File: src/rtl/ifetch_unit_if.sv
// Instruction-memory read port: fetch stage drives request and address, memory answers
// with rdy and read data in the same or a later cycle.
interface ifetch_unit_if;
   logic        imem_req;
   logic [31:0] imem_addr;
   logic        imem_rdy;
   logic [31:0] imem_rdata;

   modport master (
      output imem_req,
      output imem_addr,
      input  imem_rdy,
      input  imem_rdata
   );

   modport slave (
      input  imem_req,
      input  imem_addr,
      output imem_rdy,
      output imem_rdata
   );
endinterface

File: src/rtl/ifetch_unit.sv
// Instruction fetch stage: owns the PC, fetches over a req/rdy handshake, holds the
// instruction until retire, then selects the next PC from the jump/branch outcome.
module ifetch_unit #(
   parameter logic [31:0] RESET_PC = 32'h0000_3000
) (
   input  logic          i_clk,
   input  logic          i_rst,
   ifetch_unit_if.master imem,
   output logic [31:0]   o_instr,
   output logic [5:0]    o_opcode,
   output logic [5:0]    o_funct,
   output logic          o_instr_valid,
   output logic [31:0]   o_pc,
   output logic [31:0]   o_pc_plus4,
   input  logic          i_retire,
   input  logic          i_jump,
   input  logic          i_branch,
   input  logic          i_br_taken,
   output logic [31:0]   o_retired_cnt
);

   localparam logic [1:0] StIdle = 2'd0;
   localparam logic [1:0] StReq  = 2'd1;
   localparam logic [1:0] StHold = 2'd2;

   logic [1:0]  r_state;
   logic [31:0] r_pc;
   logic [31:0] r_instr;
   logic [31:0] r_cnt;
   logic        r_valid;
   logic        r_req;

   logic [31:0] w_pc_plus4;
   logic [31:0] w_br_off;
   logic [31:0] w_next_pc;
   logic        w_fire;
   logic        w_retire;

   assign w_pc_plus4 = r_pc + 32'd4;
   assign w_br_off   = {{14{r_instr[15]}}, r_instr[15:0], 2'b00};

   // Jump outranks a taken branch.
   always_comb begin
      w_next_pc = w_pc_plus4;
      if (i_jump) begin
         w_next_pc = {w_pc_plus4[31:28], r_instr[25:0], 2'b00};
      end else if (i_branch && i_br_taken) begin
         w_next_pc = w_pc_plus4 + w_br_off;
      end
   end

   assign w_fire   = (r_state == StReq) && imem.imem_rdy;
   assign w_retire = (r_state == StHold) && r_valid && i_retire;

   always_ff @(posedge i_clk) begin
      if (i_rst) begin
         r_state <= StIdle;
         r_pc    <= RESET_PC;
         r_instr <= 32'd0;
         r_cnt   <= 32'd0;
         r_valid <= 1'b0;
         r_req   <= 1'b0;
      end else begin
         case (r_state)
            StIdle: begin
               r_state <= StReq;
               r_req   <= 1'b1;
            end
            StReq: begin
               if (w_fire) begin
                  r_instr <= imem.imem_rdata;
                  r_valid <= 1'b1;
                  r_req   <= 1'b0;
                  r_state <= StHold;
               end
            end
            StHold: begin
               if (w_retire) begin
                  r_pc    <= w_next_pc;
                  r_valid <= 1'b0;
                  r_cnt   <= r_cnt + 32'd1;
                  r_req   <= 1'b1;
                  r_state <= StReq;
               end
            end
            default: begin
               r_state <= StIdle;
               r_req   <= 1'b0;
            end
         endcase
      end
   end

   assign imem.imem_req  = r_req;
   assign imem.imem_addr = r_pc;

   assign o_instr       = r_instr;
   assign o_opcode      = r_instr[31:26];
   assign o_funct       = r_instr[5:0];
   assign o_instr_valid = r_valid;
   assign o_pc          = r_pc;
   assign o_pc_plus4    = w_pc_plus4;
   assign o_retired_cnt = r_cnt;

endmodule

File: src/flat_wrapper.sv
// flat-port wrapper written by rule: the top's interface ports become plain ports
module ifetch_unit_flat 
#(
   parameter logic [31:0] RESET_PC = 32'h0000_3000
)
  (i_clk, i_rst, o_instr, o_opcode, o_funct, o_instr_valid, o_pc, o_pc_plus4, i_retire, i_jump, i_branch, i_br_taken, o_retired_cnt, imem_imem_req, imem_imem_addr, imem_imem_rdy, imem_imem_rdata);
  ifetch_unit_if imem_i ();
  input  logic i_clk;
  input  logic i_rst;
  output logic [31:0] o_instr;
  output logic [5:0] o_opcode;
  output logic [5:0] o_funct;
  output logic o_instr_valid;
  output logic [31:0] o_pc;
  output logic [31:0] o_pc_plus4;
  input  logic i_retire;
  input  logic i_jump;
  input  logic i_branch;
  input  logic i_br_taken;
  output logic [31:0] o_retired_cnt;
  output wire logic [$bits(imem_i.imem_req)-1:0] imem_imem_req;
  output wire logic [$bits(imem_i.imem_addr)-1:0] imem_imem_addr;
  input wire logic [$bits(imem_i.imem_rdy)-1:0] imem_imem_rdy;
  input wire logic [$bits(imem_i.imem_rdata)-1:0] imem_imem_rdata;
  assign imem_imem_req = imem_i.imem_req;
  assign imem_imem_addr = imem_i.imem_addr;
  assign imem_i.imem_rdy = imem_imem_rdy;
  assign imem_i.imem_rdata = imem_imem_rdata;
  ifetch_unit #(.RESET_PC(RESET_PC)) u_core (.i_clk(i_clk), .i_rst(i_rst), .imem(imem_i), .o_instr(o_instr), .o_opcode(o_opcode), .o_funct(o_funct), .o_instr_valid(o_instr_valid), .o_pc(o_pc), .o_pc_plus4(o_pc_plus4), .i_retire(i_retire), .i_jump(i_jump), .i_branch(i_branch), .i_br_taken(i_br_taken), .o_retired_cnt(o_retired_cnt));
endmodule
File: config.mk
export PLATFORM = sky130hd
export DESIGN_NAME = ifetch_unit_flat
export DESIGN_NICKNAME = d
export VERILOG_FILES = /design/src/rtl/ifetch_unit_if.sv /design/src/rtl/ifetch_unit.sv /design/src/flat_wrapper.sv
export SDC_FILE = /design/constraint.sdc
export NUM_CORES = 1
export LEC_CHECK = 0
export ABC_AREA = 1
export CAP_MARGIN = 10
export CORE_MARGIN = 5
export CORE_UTILIZATION = 45
export DETAILED_ROUTE_END_ITERATION = 8
export PLACE_DENSITY_LB_ADDON = 0.2
export SETUP_SLACK_MARGIN = 0.2
export SYNTH_ARGS = -nofsm -noshare
export SYNTH_HDL_FRONTEND = slang
export SYNTH_SLANG_ARGS = --single-unit
File: constraint.sdc
create_clock -name i_clk -period 5.7 [get_ports i_clk]
set_input_delay 1.14 -clock i_clk [delete_from_list [all_inputs] [get_ports i_clk]]
set_output_delay 1.14 -clock i_clk [all_outputs]
set_load 0.01 [all_outputs]
# == Word level (Yosys, flattened, before mapping) ==
# Cells that the tools add are included.
# totals
regBits,100
inputBits,39
out_inout_bits,174
# classes
add_sub_neg,3
n_eq_ne,4
n_mux,11
reduce_logical,10
# op_table
op,count
two-way mux 32 bit,2
"adder 32 x 1 -> 32 bit, second input constant",1
"adder 32 x 3 -> 32 bit, second input constant",1
adder 32 bit,1
one-hot mux 2 bit (3 select lines),1
AND reduction 2 bit,3
logical AND 1 bit,4
two-way mux 1 bit,4
two-way mux 2 bit,2
"inequality test 2 x 1 -> 1 bit, second input constant",2
one-hot mux 1 bit (3 select lines),1
AND reduction 3 bit,1
"equality test 2 x 1 -> 1 bit, second input constant",1
"equality test 2 bit, second input constant",1
zero test 2 bit,1
one-hot mux 1 bit (2 select lines),1
nonzero test 2 bit,1

# == Logic depth before layout (Yosys ltp) ==
# Gate-level depths: netlist of the first run.
# depth
depth_word,5
depth_mapped,24
ltp_nobuf,24

# == Worst setup path after synthesis of the first run ==
# No wires, ideal clock.
# synth_path
path_type,register to register
start,register u_core.r_pc[2] (netlist: u_core.imem.imem_addr[2])
end,register u_core.r_pc[20] (netlist: u_core.imem.imem_addr[20])
setup_time_ps,132
t_arrival_ps,2727
setup_slack_ps,2841
stages_incl_launch_ff,20
cell_sequence,dfxtp_1 > ha_1 > nand3_2 > nor2_1 > nand2_1 > nor2_1 > nor2_1 > a21oi_1 > ha_1 > nand2_1 > inv_1 > nand2_1 > nand2_1 > nand3b_1 > nand2_1 > nand3b_1 > nand3_1 > nand2_1 > nand2_1 > a21oi_1
# synth_between
elab_chain_cells,4
# synth_rtl
element,line_no,rtl
"start, declared",ifetch_unit.sv:27,logic [31:0] r_pc;
"start signal, assigned",ifetch_unit.sv:79,r_pc <= w_next_pc;
adder 32 x 3 -> 32 bit,ifetch_unit.sv:39,assign w_pc_plus4 = r_pc + 32'd4;
named net o_pc_plus4[10],flat_wrapper.sv:15,output logic [31:0] o_pc_plus4;
adder 32 bit,ifetch_unit.sv:48,w_next_pc = w_pc_plus4 + w_br_off;
two-way mux 32 bit,ifetch_unit.sv:47,end else if (i_branch && i_br_taken) begin
two-way mux 32 bit,ifetch_unit.sv:45,if (i_jump) begin
# The timed path passes the listed nets, and every way through them passes these cells.
# A chain may end at the register's enable or synchronous reset.

# == Worst setup path in the final report of the first run ==
# layout_path
start,register u_core.r_pc[8] (netlist: u_core.imem.imem_addr[8])
end,output port o_pc_plus4[25]
# layout_between
elab_chain_cells,1
# layout_rtl
element,line_no
adder 32 x 3 -> 32 bit,ifetch_unit.sv:39
"end, declared",flat_wrapper.sv:15
# No other way between the ends.

==> key figures, run 1 <==
STA
  – RSZ-0062 raised after global routing: false
  – Final min period: 4.020 ns
  – Hold Fails Final Rpt: 0
  – Final setup TNS: 0 ns
  – Slew Viols, Final: 0
  – Final setup violation count: 0
  – Fin crit share: 0.7053
  – Clock skew: 0.01211 ns
  – Worst Tran Pin Value: 1.059 ns
  – Fmax: 248.7 MHz
  – Max_slew headroom: 0.2927

Cells and area
  – Diodes inserted: 0
  – Fill cells: approximately 1600
  – Fin nets: 1465
  – Fin util: 0.5963
  – Share of cells above drive strength 1: 0.03518
  – Area Overhead vs Synth: 29.64%

Pwr
  – Static Leakage: 4.341 nW
  – PD cells: around 170 nW/um^2
  – Comb power frac: 0.156
  – Switching pwr: approximately 0.00047 W
  – Share of power burned in registers: 0.431
  – Clock share of power: 0.413
  – Max VDD drop: between 0.00015 and 0.0002 V
  – Internal: 0.001223 W
  – Switching share of power: 0.2792

Clock network
  – Sinks on Clock Net: 97
  – Worst skew pair latency: 0.36 ns
  – Worst-path clk slew: ~0.07 ns
  – CTS Buffer Depth: 2
  – Clk root buf: clkbuf_16
  – Htree depth: 3
  – CTS tree: done
  – Setup Buffers After CTS: 0
  – Post-CTS Hold Buffers: 0
  – PostCTS Resize Cnt: 0
  – Num CTS Buffers: 9

Worst setup path
  – CP required: 4.56 ns
  – Crit path largest cell delay: 0.64 ns
  – Critical path peak fanout: 6
  – CP Capture Type: output pin
  – Worst Path Buf+Inv: 1
  – Critical-path top delay cell: clkdlybuf4s50_1
  – Most used cell along the critical path: nand2_1
  – FF-to-FF path depth: 19
  – CP delay by family, top: simple AND/OR/NAND/NOR gates
  – CP Launch Type: flip-flop
  – Number of cells on the critical path: 9
  – Kind of critical path: flip-flop to output pin
  – Crit-path cells: nand2_1 > nor2_1 > nand2_1 > nor2_2 > nand2_1 > nor2_1 > nand2_1 > xor2_1 > clkdlybuf4s50_1
  – Crit path arrival time: 2.88 ns

Floorplan
  – Core Area: between 15000 and 20000 sq um
  – IO Pins: ~210
  – Chip Width: ~140 microns
  – Starting Density: 0.4600
  – Total Die Area: 19660 sq um
  – Die height: 140.2 microns
  – # rows: 47

Synth
  – Compound-Gate Fraction of Synth Area: 0.1671
  – Library cells used by synthesis: 47
  – Synth top area cells: dfxtp_1 25%, nand2_1 15%, inv_1 9.6%
  – Seq/Total Area, Yosys: 0.2546
  – Syn Area/Cell: 6.162 sq um
  – Mux cell area share after synthesis: 0
  – Top-count cell post-synth: nand2_1
  – Synth warn: 0
  – Share of flip-flops with an asynchronous set or reset: 0
  – Synth Area in Adders: 0.06331
  – Seq cells post-synth: 97
  – Top FF cell, synth: dfxtp_1
  – Yosys top cell area share: 0.2546
  – Simple-gate share of the synthesized area: 0.3141
  – Commonest cells in the netlist: 310 x nand2_1, 196 x inv_1, 125 x a21oi_1, 104 x nor2_1, 97 x dfxtp_1
  – Synthesized area: 7629 sq um
  – EDFF count, synth: 0
  – Post-Synth XOR/XNOR Area: 0.04100
  – Area leader, netlist: dfxtp_1
  – Synthesized instance count: 1238
  – Main combinational cell family by area after synthesis: simple AND/OR/NAND/NOR gates

GRT
  – First-pass GRT wire length: 41530 microns
  – Antenna violations before repair: 0
  – Vias in the first global route: 7841
  – GRT Util Overall: 0.2614
  – Largest net degree at the start of global routing: 45
  – GR Overflow Total: 0

Drt
  – Drt via density: between 5 and 6
  – First-pass DRT Iterations: 5
  – Antenna Nets Post-Route: 0
  – Drt initial violations: between 600 and 700
  – Drt total wl: 26550 microns
  – Vias: 8455
  – WL per Instance: around 16 microns
  – DRC violations left: 0

Min path
  – WHS Path Cells: 2
  – Min-delay worst type: flip-flop to flip-flop

Placed design
  – Buffers on Ports: a little over 200
  – Routability cong.: 0.9404
  – Dpl hpwl: 21000 microns

Run
  – Max-cap viol count: 0

Run status
  – Status: finished, final reports clean
[cell families (layout without fill, tap and decap cells)]
logic type                 Yosys count  in the layout
buffers and inverters              275            425
adders and majority gates           38             38
DFF                                 97             97
other                                1              6
and+or+nand+nor                    556            556
AOI/OAI and AO/OA                  237            237
xor gates and xnor gates            34             34
[path summary, 6_finish.rpt]
check	start	end	slack (ns)
max	u_core.imem.imem_addr[8]	o_pc_plus4[25]	1.68
min	u_core.o_instr[28]	u_core.o_instr[28]	0.46
max reg2reg	u_core.imem.imem_addr[2]	u_core.imem.imem_addr[28]	2.10
min reg2reg	u_core.o_instr[28]	u_core.o_instr[28]	0.46
[worst reg2reg max path, delay by kind of cell (launching register included)]
family	cells	cell delay (ns)
compound gates	2	0.36
fa+ha+maj	2	0.66
buf+inv	1	0.05
flops	1	0.41
simple gates	14	1.97
[layout make-up]
| type | instances | area, sq um | share of cell area |
|---|---|---|---|
| well taps | 220 | 275.3 | 0.02783 |
| clock inverters | 6 | 96.34 | 0.009742 |
| flip-flops and latches | 97 | 1942 | 0.1964 |
| clock buffers | 10 | 239.0 | 0.02416 |
| inverters | 198 | 743.2 | 0.07515 |
| multi-input cells | 871 | 4494 | 0.4545 |
| repair buffers | 211 | 2100 | 0.2123 |
[power by group through the flow]
| stage | sequential (W) | combinational, W | clock, W |
|---|---|---|---|
| global route | 0.000734 | 0.000290 | 0.000727 |
| CTS | 0.000731 | 0.000264 | 0.000704 |
| global placement | 0.000746 | 0.000259 | 0 |
| finish | 0.000731 | 0.000265 | 0.000700 |
| detailed placement | 0.000746 | 0.000262 | 0 |
| floorplan | 0.000744 | 0.000141 | 0 |
[cells in the final DEF (no fill, tap or decap), types with 2 or more instances in the layout]
cell / n
xnor2_2: 2
bufinv_16: 2
o21ai_0: 78
inv_6: 2
nand3_1: 69
nand4_1: 15
and3_1: 3
clkbuf_16: 9
nor2_4: 3
nor3_1: 19
nor2_1: 104
o22ai_1: 2
dfxtp_1: 97
nand3_2: 4
nand2_2: 4
a22oi_1: 3
o21a_1: 5
conb_1: 6
a21o_1: 2
nand3b_1: 6
or2_1: 2
nand2_1: 310
ha_1: 37
inv_1: 196
a211oi_1: 3
or2_2: 2
xor2_1: 27
o221ai_1: 6
a31oi_1: 2
a221oi_1: 3
buf_4: 5
o21bai_1: 6
xnor2_1: 5
nor2_2: 8
clkdlybuf4s50_1: 206
a21oi_1: 125
[stage by stage]
stage	instance area [sq um]	setup WS (ns)	hold slack (ns)	std cells	total power, W
2_1_floorplan	7647	2.841	0.4765	1243	0.0008855
6_report	9889	1.680	0.4634	1613	0.001697
4_1_cts	9889	1.701	0.4663	1613	0.001699
3_5_place_dp	9554	2.050	0.4525	1597	0.001008
3_3_place_gp	9554	2.063	0.4469	1597	0.001005
5_1_grt	9889	1.429	0.4871	1613	0.001752
[metal layers]
layer,routed length [microns],GRT usage,part of all wire
met1,11430,0.3512,0.43
met2,12220,0.4257,0.46
met3,2398,0.05385,0.090
met4,497,0.07445,0.019
met5,0,0,0
[registers in the layout, summed over array words and instances (netlist names)]
signal and count:
u_core.imem.imem_addr 30, u_core.o_instr 32, u_core.o_instr_valid 1, u_core.o_retired_cnt 32
u_core.r_state 2
Note: power is estimated with default switching activity, not from simulation.
==> run 2: changes to the inputs <==
==> constraint.sdc (replaced) <==
create_clock -name i_clk -period 3.25 [get_ports i_clk]
set_input_delay 0.65 -clock i_clk [delete_from_list [all_inputs] [get_ports i_clk]]
set_output_delay 0.65 -clock i_clk [all_outputs]
set_load 0.01 [all_outputs]
==> key figures, run 2 (synthesis gave the netlist of run 1 again) <==
Run status
  – Status: finished, final reports clean

STA
  – Hold Fails Final Rpt: 0 (unchanged)
  – Final min period: 3.091 ns
  – Worst Tran Pin Value: 0.5188 ns (-0.5407 ns)
  – Fin crit share: 0.9512
  – Slew Viols, Final: 0 (unchanged)
  – Final setup TNS: 0 ns (unchanged)
  – Clock skew: 0.01300 ns (+0.0008923 ns)
  – RSZ-0062 raised after global routing: true
  – Max_slew headroom: 0.6541 (+0.3614)
  – Hold slack: 0.4557 ns (-0.007673 ns)
  – Fmax: 323.5 MHz
  – Final setup violation count: 0 (unchanged)

Drt
  – WL per Instance: 16.96 microns (+3.1%)
  – Drt via density: 5.217 (-0.48%)
  – Drt total wl: 28260 microns (+6.5%)
  – Antenna Nets Post-Route: 0 (unchanged)
  – DRC violations left: 0 (unchanged)
  – First-pass DRT Iterations: 5 (unchanged)
  – Vias: 8691 (+2.8%)
  – Drt initial violations: 708 (+15%)

Cells and area
  – Area Overhead vs Synth: 41.79%
  – Finished Cell Area: 10820 sq um (+9.4%)
  – Fill cells: 1563 (-5.0%)
  – Fin nets: 1518 (+3.6%)
  – Most frequent cells in the layout: 296 x nand2_1, 198 x clkdlybuf4s50_1, 191 x inv_1, 113 x a21oi_1, 86 x nor2_1
  – Storage cell area: 1962 sq um (+1.0%)
  – Layout Cells excl Fill: 1666 (+3.3%)
  – Share of cells above drive strength 1: 0.1411 (+0.1059)
  – Area of the multi-input gates: 5026 sq um (+12%)
  – Diodes inserted: 0 (unchanged)
  – Most common cell after layout, fill and taps aside: nand2_1

GRT
  – First-pass GRT wire length: 42610 microns (+2.6%)
  – Largest net degree at the start of global routing: 58 (+29%)
  – Vias in the first global route: 7933 (+1.2%)
  – GR Overflow Total: 0 (unchanged)
  – GRT Util Overall: 0.2714 (+0.009979)
  – Antenna violations before repair: 0 (unchanged)

Clock network
  – Worst skew pair latency: 0.36 ns (about the same)
  – Num CTS Buffers: 9 (unchanged)
  – CTS Buffer Depth: 2 (unchanged)
  – Clk root buf: clkbuf_16
  – Htree depth: 3 (unchanged)
  – Worst-path clk slew: 0.07 ns (about the same)
  – CTS tree: done
  – Sinks on Clock Net: 97 (unchanged)

Worst setup path
  – CP Launch Type: flip-flop
  – RR Startpoint: u_core.imem.imem_addr[2]
  – FF-to-FF path depth: 19 (unchanged)
  – Crit path launch: u_core.imem.imem_addr[10]
  – Kind of critical path: flip-flop to output pin
  – CP Capture Type: output pin
  – Crit path arrival time: 2.44 ns (-0.44 ns)
  – CP endpoint: o_pc_plus4[27]
  – Critical path peak fanout: 4 (-2)
  – R2r setup slk: 0.31 ns (-1.79 ns)
  – FF-to-FF End: u_core.imem.imem_addr[20]
  – CP required: 2.60 ns (-1.96 ns)

Placed design
  – Routability cong.: 0.9901 (+5.3%)
  – Buffers on Ports: 206 (unchanged)
  – Dpl hpwl: 21970 microns (+4.6%)
  – Placed insts: 1638 (+2.6%)
  – Placed inst area: 9887 sq um (+3.5%)

Pwr
  – Switching share of power: 0.2993 (+0.02007)
  – Comb power frac: 0.184 (+0.028)
  – Internal: 0.001994 W (+63%)
  – PD cells: 263.1 nW/um^2 (+53%)
  – Clock share of power: 0.369 (-0.044)
  – Max VDD drop: 0.0002346 V (+39%)
  – Static Leakage: 4.718 nW (+8.7%)
  – Switching pwr: 0.0008517 W (+80%)
  – Share of power burned in registers: 0.447 (+0.016)

Floorplan
  – Chip Width: 140.2 microns (unchanged)
  – Starting Density: 0.4600 (unchanged)
  – IO Pins: 213 (unchanged)
  – # rows: 47 (unchanged)
  – Die height: 140.2 microns (unchanged)
  – Total Die Area: 19660 sq um (unchanged)
  – Core Area: 16580 sq um (unchanged)

Run
  – Max-cap viol count: 0 (unchanged)

Min path
  – Min-delay worst type: flip-flop to flip-flop
[run 2: cell count changes in the layout (fill, tap and decap cells not counted), moves of 11 or more]
cell     delta
nand2_1    -14
buf_4      +51
dfxtp_2    +13
dfxtp_1    -14
a21oi_2    +12
ha_4       +13
nand2_2    +13
ha_1       -14
o21ai_0    -11
a21oi_1    -12
nor2_1     -18
[run 2: what timing repair did]
| action | in CTS | in global routing |
|---|---|---|
| gates resized for setup | 23 | 118 |
| setup buffers | 3 | 9 |
| hold buffers | 0 | 0 |
| pin swaps | 2 | 17 |
| endpoints found under the setup margin | 22 | 40 |
[run 2: cell type report]
class / count / area share
clock buffers: 10 / 0.02117
clock inverters: 6 / 0.004627
inverters: 198 / 0.06906
multi-input cells: 871 / 0.4647
flip-flops and latches: 97 / 0.1814
well taps: 220 / 0.02545
repair buffers: 264 / 0.2337
[run 2: metal layers]
metal  GRT usage  share of wire
met1      0.3701           0.44
met3     0.05828          0.078
met5           0              0
met2      0.4372           0.46
met4     0.06935          0.021
[run 2: worst max-delay path, cell delays in order (launching register included)]
cell	delay, ns
dfxtp_1	0.41
nand2_2	0.14
nor2_4	0.16
nand2_2	0.08
nor2_4	0.18
nand2_2	0.13
nor2_1	0.11
nand2_1	0.08
nand2_2	0.12
buf_4	0.14
clkdlybuf4s50_1	0.53
[run 2: power groups by stage]
stage	clock [W]	sequential (W)	combinational (W)
2_1_floorplan	0	0.00131	0.000247
3_3_place_gp	0	0.00129	0.000484
3_5_place_dp	0	0.00130	0.000488
4_1_cts	0.00107	0.00127	0.000493
5_1_grt	0.00111	0.00128	0.000572
6_report	0.00105	0.00127	0.000525
[run 2: how the worst min path moves through the flow]
stage                               endpoint  slack, ns                from  cells past startpoint
after floorplan           u_core.o_instr[24]       0.48  u_core.o_instr[24]                      2
after global placement    u_core.o_instr[26]       0.45  u_core.o_instr[26]                      2
after detailed placement  u_core.o_instr[30]       0.45  u_core.o_instr[30]                      2
after CTS                 u_core.o_instr[30]       0.46  u_core.o_instr[30]                      2
after global routing      u_core.o_instr[16]       0.49  u_core.o_instr[16]                      2
final                     u_core.o_instr[30]       0.46  u_core.o_instr[30]                      2
[run 2: stage by stage]
step	power, W	util	setup slack (ns)
finish	0.002846	0.6523	0.1586
global route	0.002956	0.6523	0.07456
CTS	0.002827	0.6185	0.1693
detailed placement	0.001784	0.5962	0.03647
global placement	0.001779	0.5962	0.1029
floorplan	0.001553	-	0.3911
